--- src/rtl/gray_pkg.sv ---
// Shared helpers for the Gray counter: binary/Gray conversion and a constant clog2.
// Functions work on MAX_WIDTH-bit zero-extended values, so they serve any WIDTH up to 32.
package gray_pkg;

    localparam int MAX_WIDTH = 32;

    function automatic int clog2(input int value);
        int result;
        result = 0;
        for (int i = 0; i < MAX_WIDTH; i++) begin
            if ((64'd1 << i) < 64'(value)) begin
                result = i + 1;
            end
        end
        return result;
    endfunction

    function automatic logic [MAX_WIDTH-1:0] bin2gray(input logic [MAX_WIDTH-1:0] b);
        return b ^ (b >> 1);
    endfunction

    // Leading zeros from zero-extension leave the low WIDTH bits of the prefix XOR unaffected.
    function automatic logic [MAX_WIDTH-1:0] gray2bin(input logic [MAX_WIDTH-1:0] g);
        logic [MAX_WIDTH-1:0] b;
        b[MAX_WIDTH-1] = g[MAX_WIDTH-1];
        for (int i = MAX_WIDTH - 2; i >= 0; i--) begin
            b[i] = b[i+1] ^ g[i];
        end
        return b;
    endfunction

endpackage

--- src/rtl/gray_counter_param.sv ---
// Parametrised up/down Gray counter with prescaler, clear/load and terminal-count pulse.
// Define COUNTER_SAT_EN to saturate at the ends instead of wrapping.
module gray_counter_param
    import gray_pkg::*;
#(
    parameter int WIDTH = 5,
    parameter int DIV   = 2
) (
    input  logic             clk,
    input  logic             rst_n,
    input  logic             en,
    input  logic             up,
    input  logic             clr,
    input  logic             load,
    input  logic [WIDTH-1:0] load_bin,
    output logic [WIDTH-1:0] gray,
    output logic [WIDTH-1:0] bin,
    output logic             tc
);

    // A one-bit prescaler is kept for DIV=1; it simply stays at zero.
    localparam int               PW     = (DIV > 1) ? clog2(DIV) : 1;
    localparam logic [PW-1:0]    P_LAST = PW'(DIV - 1);
    localparam logic [WIDTH-1:0] B_MAX  = '1;

    logic [WIDTH-1:0] b_q, b_d;
    logic [WIDTH-1:0] gray_q, gray_d;
    logic [PW-1:0]    p_q, p_d;
    logic             tc_q, tc_d;

    always_comb begin
        b_d  = b_q;
        p_d  = p_q;
        tc_d = 1'b0;
        if (clr) begin
            b_d = '0;
            p_d = '0;
        end else if (load) begin
            b_d = load_bin;
            p_d = '0;
        end else if (en) begin
            if (p_q == P_LAST) begin
                p_d = '0;
                if (up) begin
                    if (b_q == B_MAX) begin
                        tc_d = 1'b1;
`ifndef COUNTER_SAT_EN
                        b_d  = '0;
`endif
                    end else begin
                        b_d = b_q + 1'b1;
                    end
                end else begin
                    if (b_q == '0) begin
                        tc_d = 1'b1;
`ifndef COUNTER_SAT_EN
                        b_d  = B_MAX;
`endif
                    end else begin
                        b_d = b_q - 1'b1;
                    end
                end
            end else begin
                p_d = p_q + 1'b1;
            end
        end
        // Gray is registered from the next binary value so both outputs move on the same edge.
        gray_d = WIDTH'(bin2gray(MAX_WIDTH'(b_d)));
    end

    always_ff @(posedge clk or negedge rst_n) begin
        if (!rst_n) begin
            b_q    <= '0;
            p_q    <= '0;
            gray_q <= '0;
            tc_q   <= 1'b0;
        end else begin
            b_q    <= b_d;
            p_q    <= p_d;
            gray_q <= gray_d;
            tc_q   <= tc_d;
        end
    end

    assign gray = gray_q;
    assign bin  = b_q;
    assign tc   = tc_q;

endmodule

--- config.mk ---
export PLATFORM = sky130hd
export DESIGN_NAME = gray_counter_param
export DESIGN_NICKNAME = d
export VERILOG_FILES = /design/src/rtl/gray_pkg.sv /design/src/rtl/gray_counter_param.sv
export SDC_FILE = /design/constraint.sdc
export NUM_CORES = 1
export LEC_CHECK = 0
export ABC_AREA = 1
export CORE_ASPECT_RATIO = 0.9
export CORE_MARGIN = 2
export CORE_UTILIZATION = 45
export CTS_CLUSTER_SIZE = 40
export DETAILED_ROUTE_END_ITERATION = 8
export GPL_ROUTABILITY_DRIVEN = 0
export GPL_TIMING_DRIVEN = 0
export PLACE_DENSITY = 0.77
export SYNTH_ARGS = -nofsm -noshare
export SYNTH_HDL_FRONTEND = slang
export SYNTH_SLANG_ARGS = --single-unit
--- constraint.sdc ---
create_clock -name clk -period 2.1 [get_ports clk]
set_input_delay 0.42 -clock clk [delete_from_list [all_inputs] [get_ports clk]]
set_output_delay 0.42 -clock clk [all_outputs]
set_load 0.02 [all_outputs]
==> results of run 1 <==
==> how the worst min path moves through the flow <==
| stage | cells past startpoint | to | slack, ps | startpoint |
|---|---|---|---|---|
| 4_1_cts | 1 | bin[3]$_DFF_PN0_ | 490 | rst_n |
| 3_5_place_dp | 2 | p_q$_DFFE_PN0P_ | 590 | p_q$_DFFE_PN0P_ |
| 6_report | 1 | p_q$_DFFE_PN0P_ | 480 | rst_n |
| 5_1_grt | 1 | p_q$_DFFE_PN0P_ | 520 | rst_n |
| 2_1_floorplan | 0 | bin[0]$_DFF_PN0_ | 120 | rst_n |
| 3_3_place_gp | 2 | p_q$_DFFE_PN0P_ | 580 | p_q$_DFFE_PN0P_ |
==> cell usage after synthesis <==
cell type and n:
nor2_1 9, nor2_2 1, dfrtp_1 11, o21ai_0 3, xor2_1 2, nor3_1 1, nand3_2 1, nand2_2 3
nand3_1 11, inv_1 18, buf_6 1, nor4b_1 1, buf_4 1, nand2_1 35, nor2_4 1, a21oi_1 6
ha_1 3, nand4_1 1
==> cell type report <==
type	count	area, sq um
fill	150	484
sequential	11	275
multi-input combinational	78	387
clock buffer	4	26.3
tap	22	27.5
buffer	2	18.8
timing repair buffer	21	210
inverter	18	67.6
==> layer usage <==
layer	routed length, um	vias to the layer above	share of wire (%)	global-route usage (%)
met1	763	354	45	26.9
li1	-	386	-	-
met2	838	14	50	33.2
met3	72	2	4.3	7.66
met5	0	-	0	0
met4	6	0	0.36	5.00
==> state kept, by name, summed over array words and instances, names as in the netlist <==
register and flops:
bin 5, gray 4, p_q 1, tc 1
==> logic make-up after synthesis <==
group	Yosys count
adder cells (fa/ha/maj)	3
XOR/XNOR	2
AND/OR/NAND/NOR	64
AO/OA/AOI/OAI	9
buffers and inverters	20
flip-flops	11
==> layout by cell type, fill, tap and decap left out <==
cell type	instances
nand3_2	1
clkbuf_4	3
clkdlybuf4s50_1	21
nand4_1	1
nor2_2	1
nand2_1	35
buf_6	1
nand3_1	11
nor2_1	9
nor4b_1	1
xor2_1	2
nor3_1	1
a21oi_1	6
o21ai_0	3
clkbuf_1	1
dfrtp_1	11
buf_4	1
ha_1	3
nor2_4	1
nand2_2	3
inv_1	18
==> power groups by stage <==
| stage | sequential, mW | combinational (mW) | clock [mW] |
|---|---|---|---|
| after floorplan | 0.271 | 0.0889 | 0 |
| after global placement | 0.251 | 0.189 | 0 |
| after detailed placement | 0.252 | 0.193 | 0 |
| after CTS | 0.248 | 0.194 | 0.146 |
| after global routing | 0.250 | 0.216 | 0.159 |
| final | 0.248 | 0.193 | 0.137 |
==> through the flow <==
| stage | util, % | hold slack [ps] | area (sq um) | power, mW | setup slack, ps |
|---|---|---|---|---|---|
| after floorplan | - | 124 | 748 | 0.360 | 423 |
| after global routing | 67.6 | 521 | 1010 | 0.625 | 79.0 |
| final | 67.6 | 478 | 1010 | 0.577 | 254 |
| after global placement | 65.9 | 578 | 986 | 0.440 | 320 |
| after detailed placement | 65.9 | 586 | 986 | 0.445 | 290 |
| after CTS | 67.6 | 491 | 1010 | 0.588 | 233 |
==> out/metrics.cfg, run 1 <==
[run_status]
status = finished clean

[hold_path]
hold_path_class = input pin to async pin

[clock_tree]
cts_hold_buffers = 0
clock-root-buffer = clkbuf_4
clkTransAtPathRegs_ps = 60
post_cts_buffers = 0
insertion_delay_ps = 260
ctsResizeCount = 0
ctsHtreeMaxLevel = 1
clock_sinks = 11
tritoncts = built
cts_buffers = 3
clockBufferDepth = 2

[placed_design]
hpwl_um = 1360
io_buffers = 21
place_inst = 152

[synthesis]
synth_warnings = 0
syn_nets = 123
synthDistinctLibCells = 18
synth-simple-area-share_pct = 38.3
synthXorXnorAreaFrac_pct = 2.34
synth_compound_area_share_pct = 6.02
yosys-top-cells-area = dfrtp_1 (37%), nand2_1 (18%), inv_1 (9.0%), nand3_1 (7.4%), ha_1 (5.0%)
ys_seq_area_share_pct = 36.8
synth_largest_area_cell = dfrtp_1
synth_top_family_by_area = simple AND/OR/NAND/NOR gates
syn_avg_cell_area_sq_um = 6.86
synth_top_area_share_pct = 36.8
netlist_instances = 109
netlist_area_sq_um = 748
synthAdderAreaFrac_pct = 5.02
synthMuxAreaShare_pct = 0
synth_seq_cells = 11

[timing]
finClkSkew_ps = 1.42
setup_tns_ps = 0
min_period_ps = 1850
hold_viol_final = 0
slew_violations = 0
max_freq_mhz = 542
max_slew.worst_pin.slew_ps = 476
relSlewSlack_pct = 68.1
setup_viol = 0
rsz0062_at_grt = false
finalCritPeriodShare_pct = 87.9

[critical_path]
max_stage_delay_ps = 590
worstSetupEndpoint = gray[4]
r2r-start = bin[1]$_DFF_PN0_
worstPathCellList = buf_4, clkdlybuf4s50_1
cp-start-kind = flop
end_kind = primary output
r2r_cells = 13
r2r-end = gray[2]$_DFF_PN0_
criticalPathCategory = flop to primary output
path_depth = 2
crit_buf_inv = 2
critPathSlowestCell = clkdlybuf4s50_1
cp_max_fo = 6
crit_required_ps = 1680
rrSetupSlack_ps = 280
cp-startpoint = bin[4]$_DFF_PN0_
crit_family = buffers and inverters
cp.arrival_ps = 1430

[drt]
detail-route-antenna-nets = 0
num_vias = 756
avgViaCountPerCell = 4.85
drc = 0
wire_per_inst_um = 10.8
drt_iter0_drc = 20
drt_pre_antenna_iters = 6
wl_um = 1680

[global_routing]
grt-ovfl-total = 0
grt_pass1_vias = 744
grt_max_degree = 12
antenna_found_initial = 0
grtUsageTotal_pct = 21.0
grt_pass1_wl_um = 3020

[floorplanning]
initial_core_util_pct = 50.0
ioPinCount = 22
die_w_um = 47.0
die_area_sq_mm = 0.00201
core_sq_mm = 0.00150
die_height_um = 42.7
std_cell_rows = 13

[finish]
synthToLayoutAreaGrowth_pct = 35.3
diodes = 0
final_cells = 156
drive_gt1_share_pct = 8.21
layout.nets = 149

[power_and_ir_drop]
p_sw_uw = 184
clockPowerShare_pct = 23.7
p_int_uw = 393
power_density_mw_per_mm2 = 570
comb_power_share_pct = 33.4
ir_drop_v = 0.000339
swShare_pct = 31.9
p_leak_nw = 0.538
pwr-share-seq_pct = 42.9

[run]
maxCapViolCount = 0

(Power assumes the default switching activity.)
==> run 2, diff against run 1 <==
- ABC_AREA: 1 -> unset
- CORE_UTILIZATION: 45 -> 44
- PLACE_DENSITY: 0.77 -> 0.76
==> run 2 against run 1 <==
The run now ends with negative setup slack left. Synthesized cell count is 32% lower. Die area is 2.8% lower. Total power is 1.3% higher. Count of clock-buffer cells in the layout stayed put. Clock skew hardly changed. Non-clock buffer count is 10 higher. Worst hold slack worse by 6.1 ps. Maximum frequency is 17% lower. Sequential power hardly changed. Clock power is 3% higher. Sequential share of layout area is 1.8 points lower.
==> out/metrics.cfg, run 2 <==
[run_status]
status = finished, violations left
violations = negative setup slack

[synthesis]
ys_seq_area_share_pct = 38.8  ; +2.0 points
synthDistinctLibCells = 31  ; +13
synth_seq_cells = 11  ; unchanged
netlist_area_sq_um = 709  ; -5.2%
synth_top_area_share_pct = 38.8  ; +2.0 points
synth_flop_cell = dfrtp_1
synth_edf_count = 0  ; unchanged
syn_nets = 88  ; -28%
synthTopCellsByCount = dfrtp_1 (11), inv_1 (7), a21oi_1 (6), nand2_1 (6), xnor2_1 (4)
synth_largest_area_cell = dfrtp_1
syn_avg_cell_area_sq_um = 9.59  ; +40%
netlist_instances = 74  ; -32%
yosys-top-cells-area = dfrtp_1 (39%), ha_1 (5.3%), xnor2_1 (4.9%), a21oi_1 (4.2%), a221oi_4 (3.7%)
ys_async_sr_fraction_pct = 100  ; unchanged
synth_warnings = 0  ; unchanged
yosysMostFrequentCell = dfrtp_1

[run]
maxCapViolCount = 0  ; unchanged

[critical_path]
critPathSlowestCell = dfrtp_2
worstPathCellList = inv_2, ha_4, or3b_4, or3_4, a221o_1, a221oi_4, xor2_1
criticalPathCategory = flop to flop
cp.arrival_ps = 2430  ; +1000 ps
cp-start-kind = flop
rrSetupSlack_ps = -140  ; -420 ps
end_kind = flop
max_stage_delay_ps = 430  ; -160 ps
crit_required_ps = 2290  ; +610 ps
cp_max_fo = 4  ; -2

[floorplanning]
die_w_um = 46.3  ; -1.4%
core_sq_mm = 0.00148  ; -1.1%
die_height_um = 42.1  ; -1.4%
initial_core_util_pct = 47.9  ; -2.1 points
ioPinCount = 22  ; unchanged
die_area_sq_mm = 0.00195  ; -2.8%
std_cell_rows = 13  ; unchanged

[drt]
wire_per_inst_um = 14.1  ; +31%
avgViaCountPerCell = 5.36  ; +11%
drt_iter0_drc = 28  ; +40%
wl_um = 1820  ; +8.1%
drc = 0  ; unchanged
drt_pre_antenna_iters = 4  ; -2
detail-route-antenna-nets = 0  ; unchanged
num_vias = 691  ; -8.6%

[timing]
max_slew.worst_pin.slew_ps = 534  ; +57.1 ps
setup_slack_ps = -136  ; -390 ps
relSlewSlack_pct = 64.4  ; -3.7 points
max_freq_mhz = 447  ; -17%
slew_violations = 0  ; unchanged
hold_viol_final = 0  ; unchanged
setup_tns_ps = -388  ; -388 ps
min_period_ps = 2240  ; +390 ps
setup_viol = 3  ; +3
finalCritPeriodShare_pct = 106  ; +19 points
finClkSkew_ps = 1.00  ; -0.418 ps
rsz0062_at_grt = true

[clock_tree]
clock_sinks = 11  ; unchanged
clock-root-buffer = clkbuf_4
clkTransAtPathRegs_ps = 60  ; about the same
clockBufferDepth = 2  ; unchanged
ctsHtreeMaxLevel = 1  ; unchanged
insertion_delay_ps = 270  ; about the same
cts_buffers = 3  ; unchanged
tritoncts = built

[finish]
final_cell_mix = clkdlybuf4s50_1 (21), buf_4 (9), dfrtp_1 (9), nand2_1 (6), a21oi_1 (6)
final_cell_area_sq_mm = 0.00109  ; +8.2%
drive_gt1_share_pct = 27.1  ; +19 points
largest_reg_flops = 5  ; unchanged
diodes = 0  ; unchanged
layout.nets = 122  ; -18%
synthToLayoutAreaGrowth_pct = 54.3
final_common_cell = clkdlybuf4s50_1

[power_and_ir_drop]
ir_drop_v = 0.000456  ; +35%
p_leak_nw = 0.454  ; -16%
finalPower_uw = 585  ; +1.3%
power_density_mw_per_mm2 = 534  ; -6.3%

[placed_design]
hpwl_um = 1250  ; -8.6%
place_area_sq_um = 993  ; +0.76%
io_buffers = 21  ; unchanged

[global_routing]
grt_pass1_vias = 697  ; -6.3%
grt-ovfl-total = 0  ; unchanged
grtUsageTotal_pct = 21.2  ; +0.16 points
grt_max_degree = 12  ; unchanged
antenna_found_initial = 0  ; unchanged
grt_pass1_wl_um = 2980  ; -1.4%

[hold_path]
hold_path_class = input pin to async pin

run 2: worst max-delay path, delay by kind of cell, from the launching register on:
family | cells | cell delay, ps
xor+xnor | 1 | 180
fa+ha+maj | 1 | 140
simple gates | 2 | 740
compound gates | 2 | 600
buf+inv | 1 | 70
flops | 1 | 430
run 2: worst paths after layout:
path                                     end  cells after the start             start
max                        gray[0]$_DFF_PN0_                      7  bin[0]$_DFF_PN0_
min                        gray[2]$_DFF_PN0_                      1             rst_n
max reg2reg                gray[0]$_DFF_PN0_                      7  bin[0]$_DFF_PN0_
min reg2reg                  p_q$_DFFE_PN0P_                      2   p_q$_DFFE_PN0P_
max in group asynchronous   bin[1]$_DFF_PN0_                      1             rst_n
min in group clk             p_q$_DFFE_PN0P_                      2   p_q$_DFFE_PN0P_
run 2: kinds of logic (layout without fill, tap and decap cells):
logic type / Yosys count / count (layout) / synth area share [%]
multiplexers: 1 / 1 / 1.41
AND/OR/NAND/NOR: 23 / 23 / 19.4
XOR/XNOR: 7 / 7 / 8.64
adder cells (fa/ha/maj): 3 / 3 / 5.29
buffers and inverters: 11 / 44 / 6.35
flip-flops: 11 / 11 / 38.8
AO/OA/AOI/OAI: 18 / 18 / 20.1
run 2: what timing repair did:
| item | CTS | global route |
|---|---|---|
| resized for setup | 3 | 2 |
| pin swaps | 2 | 1 |
| buffers inserted | 5 | 3 |
| gates cloned | 0 | 0 |
| hold endpoints to repair | 0 | 0 |
| hold buffers | 0 | 0 |
| setup endpoints to repair | 6 | 7 |
run 2: layer usage:
metal | GRT usage [%] | wire length [um] | vias to the layer above
li1 | - | - | 327
met1 | 28.2 | 781 | 339
met2 | 31.1 | 917 | 23
met3 | 5.60 | 108 | 2
met4 | 10.3 | 10 | 0
met5 | 0 | 0 | -
run 2: stage by stage:
stage | hold slack (ps) | instances | setup slack [ps] | util (%)
2_1_floorplan | 124 | 74 | -86.1 | -
3_3_place_gp | 566 | 117 | -337 | 67.1
3_5_place_dp | 603 | 117 | -389 | 67.1
4_1_cts | 481 | 126 | -131 | 72.3
5_1_grt | 522 | 129 | -222 | 74.0
6_report | 472 | 129 | -136 | 74.0
run 2: power breakdown:
group          total (mW)  switching (mW)  internal, mW  leakage, nW
registers           0.247          0.0164         0.230        0.141
logic               0.198          0.0930         0.105        0.298
clock network       0.141          0.0673        0.0736       0.0150
total               0.585           0.177         0.408        0.454
run 2: final cells by class:
| type | count | area, sq um |
|---|---|---|
| Inverter | 7 | 26.3 |
| Clock buffer | 4 | 26.3 |
| Timing Repair Buffer | 29 | 270 |
| Sequential cell | 11 | 278 |
| Tap cell | 22 | 27.5 |
| Fill cell | 115 | 385 |
| Buffer | 4 | 22.5 |
| Multi-Input combinational cell | 52 | 444 |
==> run 3, diff against run 2 <==
- CTS_CLUSTER_DIAMETER: unset -> 120
==> results of run 3 <==
Final layout, timing and power as in run 2 (identical DEF).
==> RTL edit: new RTL, settings of run 1 <==
Put one more register stage on the output `gray`, without a reset. The value now appears one clock later. The other outputs are not delayed to match.
--- a/src/rtl/gray_counter_param.sv
+++ b/src/rtl/gray_counter_param.sv
@@ -82,7 +82,9 @@
         end
     end
 
-    assign gray = gray_q;
+    always_ff @(posedge clk) begin
+        gray <= gray_q;
+    end
     assign bin  = b_q;
     assign tc   = tc_q;
 
Behaviour: not the same (Yosys sat finds a counterexample within 4 cycles, from zero or initial values and one cycle with rst_n low).
==> RTL edit against run 1 <==
Non-clock buffer count did not move; hold slack lost 0.13 ns; setup slack worse by 0.018 ns; routed wire length increased by 1.7%; area after synthesis increased by 13%; sequential cell count is 5 higher; final area is 10% higher; synthesized cell count is 4.6% higher; total power up 24%; critical path depth unchanged; critical path type unchanged; critical endpoint is now bin[4].
==> RTL edit: results <==
[routing]
wl_per_cell_microns = 10.5
firstDrtPassIters = 4
dr_wl_met3_microns = 158
drt_iter0_drc = 23
vias = 796
wl_met2_microns = 830
dr.max_layer_used = met4
drt-met1-wl_microns = 707

[power]
pwr-share-seq = 0.497
p_switching_w = 0.000215
ir_drop_mv = 0.467
p_leak_nw = 0.580
comb-power_w = 0.000193

[grt]
grt_start_max_net_pins = 12
track_usage = 0.175
antenna_found_initial = 0
grt_pass1_vias = 702
grt_first_pass_wirelength_mm = 2.85

[logic_synthesis]
synth_cell_types = 19
synth-xor-area-share = 0.0206
muxShareOfSynthArea = 0
seq_area_frac_synth = 0.442
ys_warn_count = 0
syn-num-nets = 128
synthAdderAreaFrac = 0.0442
synthArstFlopShare = 0.688
synth-compound-area-share = 0.0531
ys_top_cells_by_area = dfrtp_1 32%, nand2_1 15%, dfxtp_1 12%, inv_1 8.0%, nand3_1 6.5%
synth_commonest_cells = 35 x nand2_1, 18 x inv_1, 11 x dfrtp_1, 11 x nand3_1, 9 x nor2_1

[cells_and_area]
final_nets = 154
final_layout_size_suffix_gt1_frac = 0.0791
diodes = 0

[sta]
max_slew_margin = 0.653
clock_skew_ns = 0.00981

[placed_design]
dp_hpwl_mm = 1.37
io_buffers = 21

[worst_hold_path]
min_path_type = reg -> reg

[setup_path]
critPathMaxFanout = 6

[clock_tree]
clock_latency_ns = 0.29
cts_max_level = 1
post_cts_buffers = 0
cts_max_path_buffers = 2
cts_made_buffers = 3
post_cts_resized = 0
clk_pin_slew_worst_paths_ns = 0.08

[status]
status = finished, final reports clean
-- RTL edit: cell count changes after synthesis --
cell	delta
dfxtp_1	+5
-- RTL edit: critical path, cell delays in order, from the launching register on --
cell	delay (ns)
dfrtp_1	0.44
buf_4	0.14
clkdlybuf4s50_1	0.58
-- RTL edit: cell families after synthesis --
kind of cell | count (synthesis)
compound gates | 9
xor+xnor | 2
fa+ha+maj | 3
buf+inv | 20
flops | 16
simple gates | 64
-- RTL edit: worst paths after layout --
kind                       startpoint         to  slack [ns]  cells past startpoint
max                            bin[4]     bin[4]        0.24                      2
min                         gray_q[3]    gray[3]        0.35                      0
max reg2reg                    bin[1]  gray_q[2]        0.32                     13
min reg2reg                 gray_q[3]    gray[3]        0.35                      0
max in group asynchronous       rst_n        p_q        1.28                      1
min in group asynchronous       rst_n     bin[2]        0.46                      1
-- RTL edit: layout make-up --
class / count / area (sq um)
multi-input combinational: 78 / 387
sequential: 16 / 375
timing repair buffer: 21 / 210
inverter: 18 / 67.6
clock buffer: 4 / 26.3
tap: 24 / 30.0
buffer: 2 / 18.8
fill: 158 / 602
-- RTL edit: layer usage --
metal,vias up,global-route usage
met5,-,0
met4,0,0.0667
met3,2,0.0596
met2,42,0.301
met1,351,0.204
li1,401,-
-- RTL edit: per-stage QoR --
step | hold WS [ns] | total power, W | worst slack, ns | instances
after floorplan | 0.124 | 0.000471 | 0.424 | 114
after global placement | 0.325 | 0.000550 | 0.344 | 159
after detailed placement | 0.330 | 0.000557 | 0.334 | 159
after CTS | 0.350 | 0.000727 | 0.214 | 163
after global routing | 0.355 | 0.000763 | 0.0857 | 163
final | 0.346 | 0.000715 | 0.236 | 163
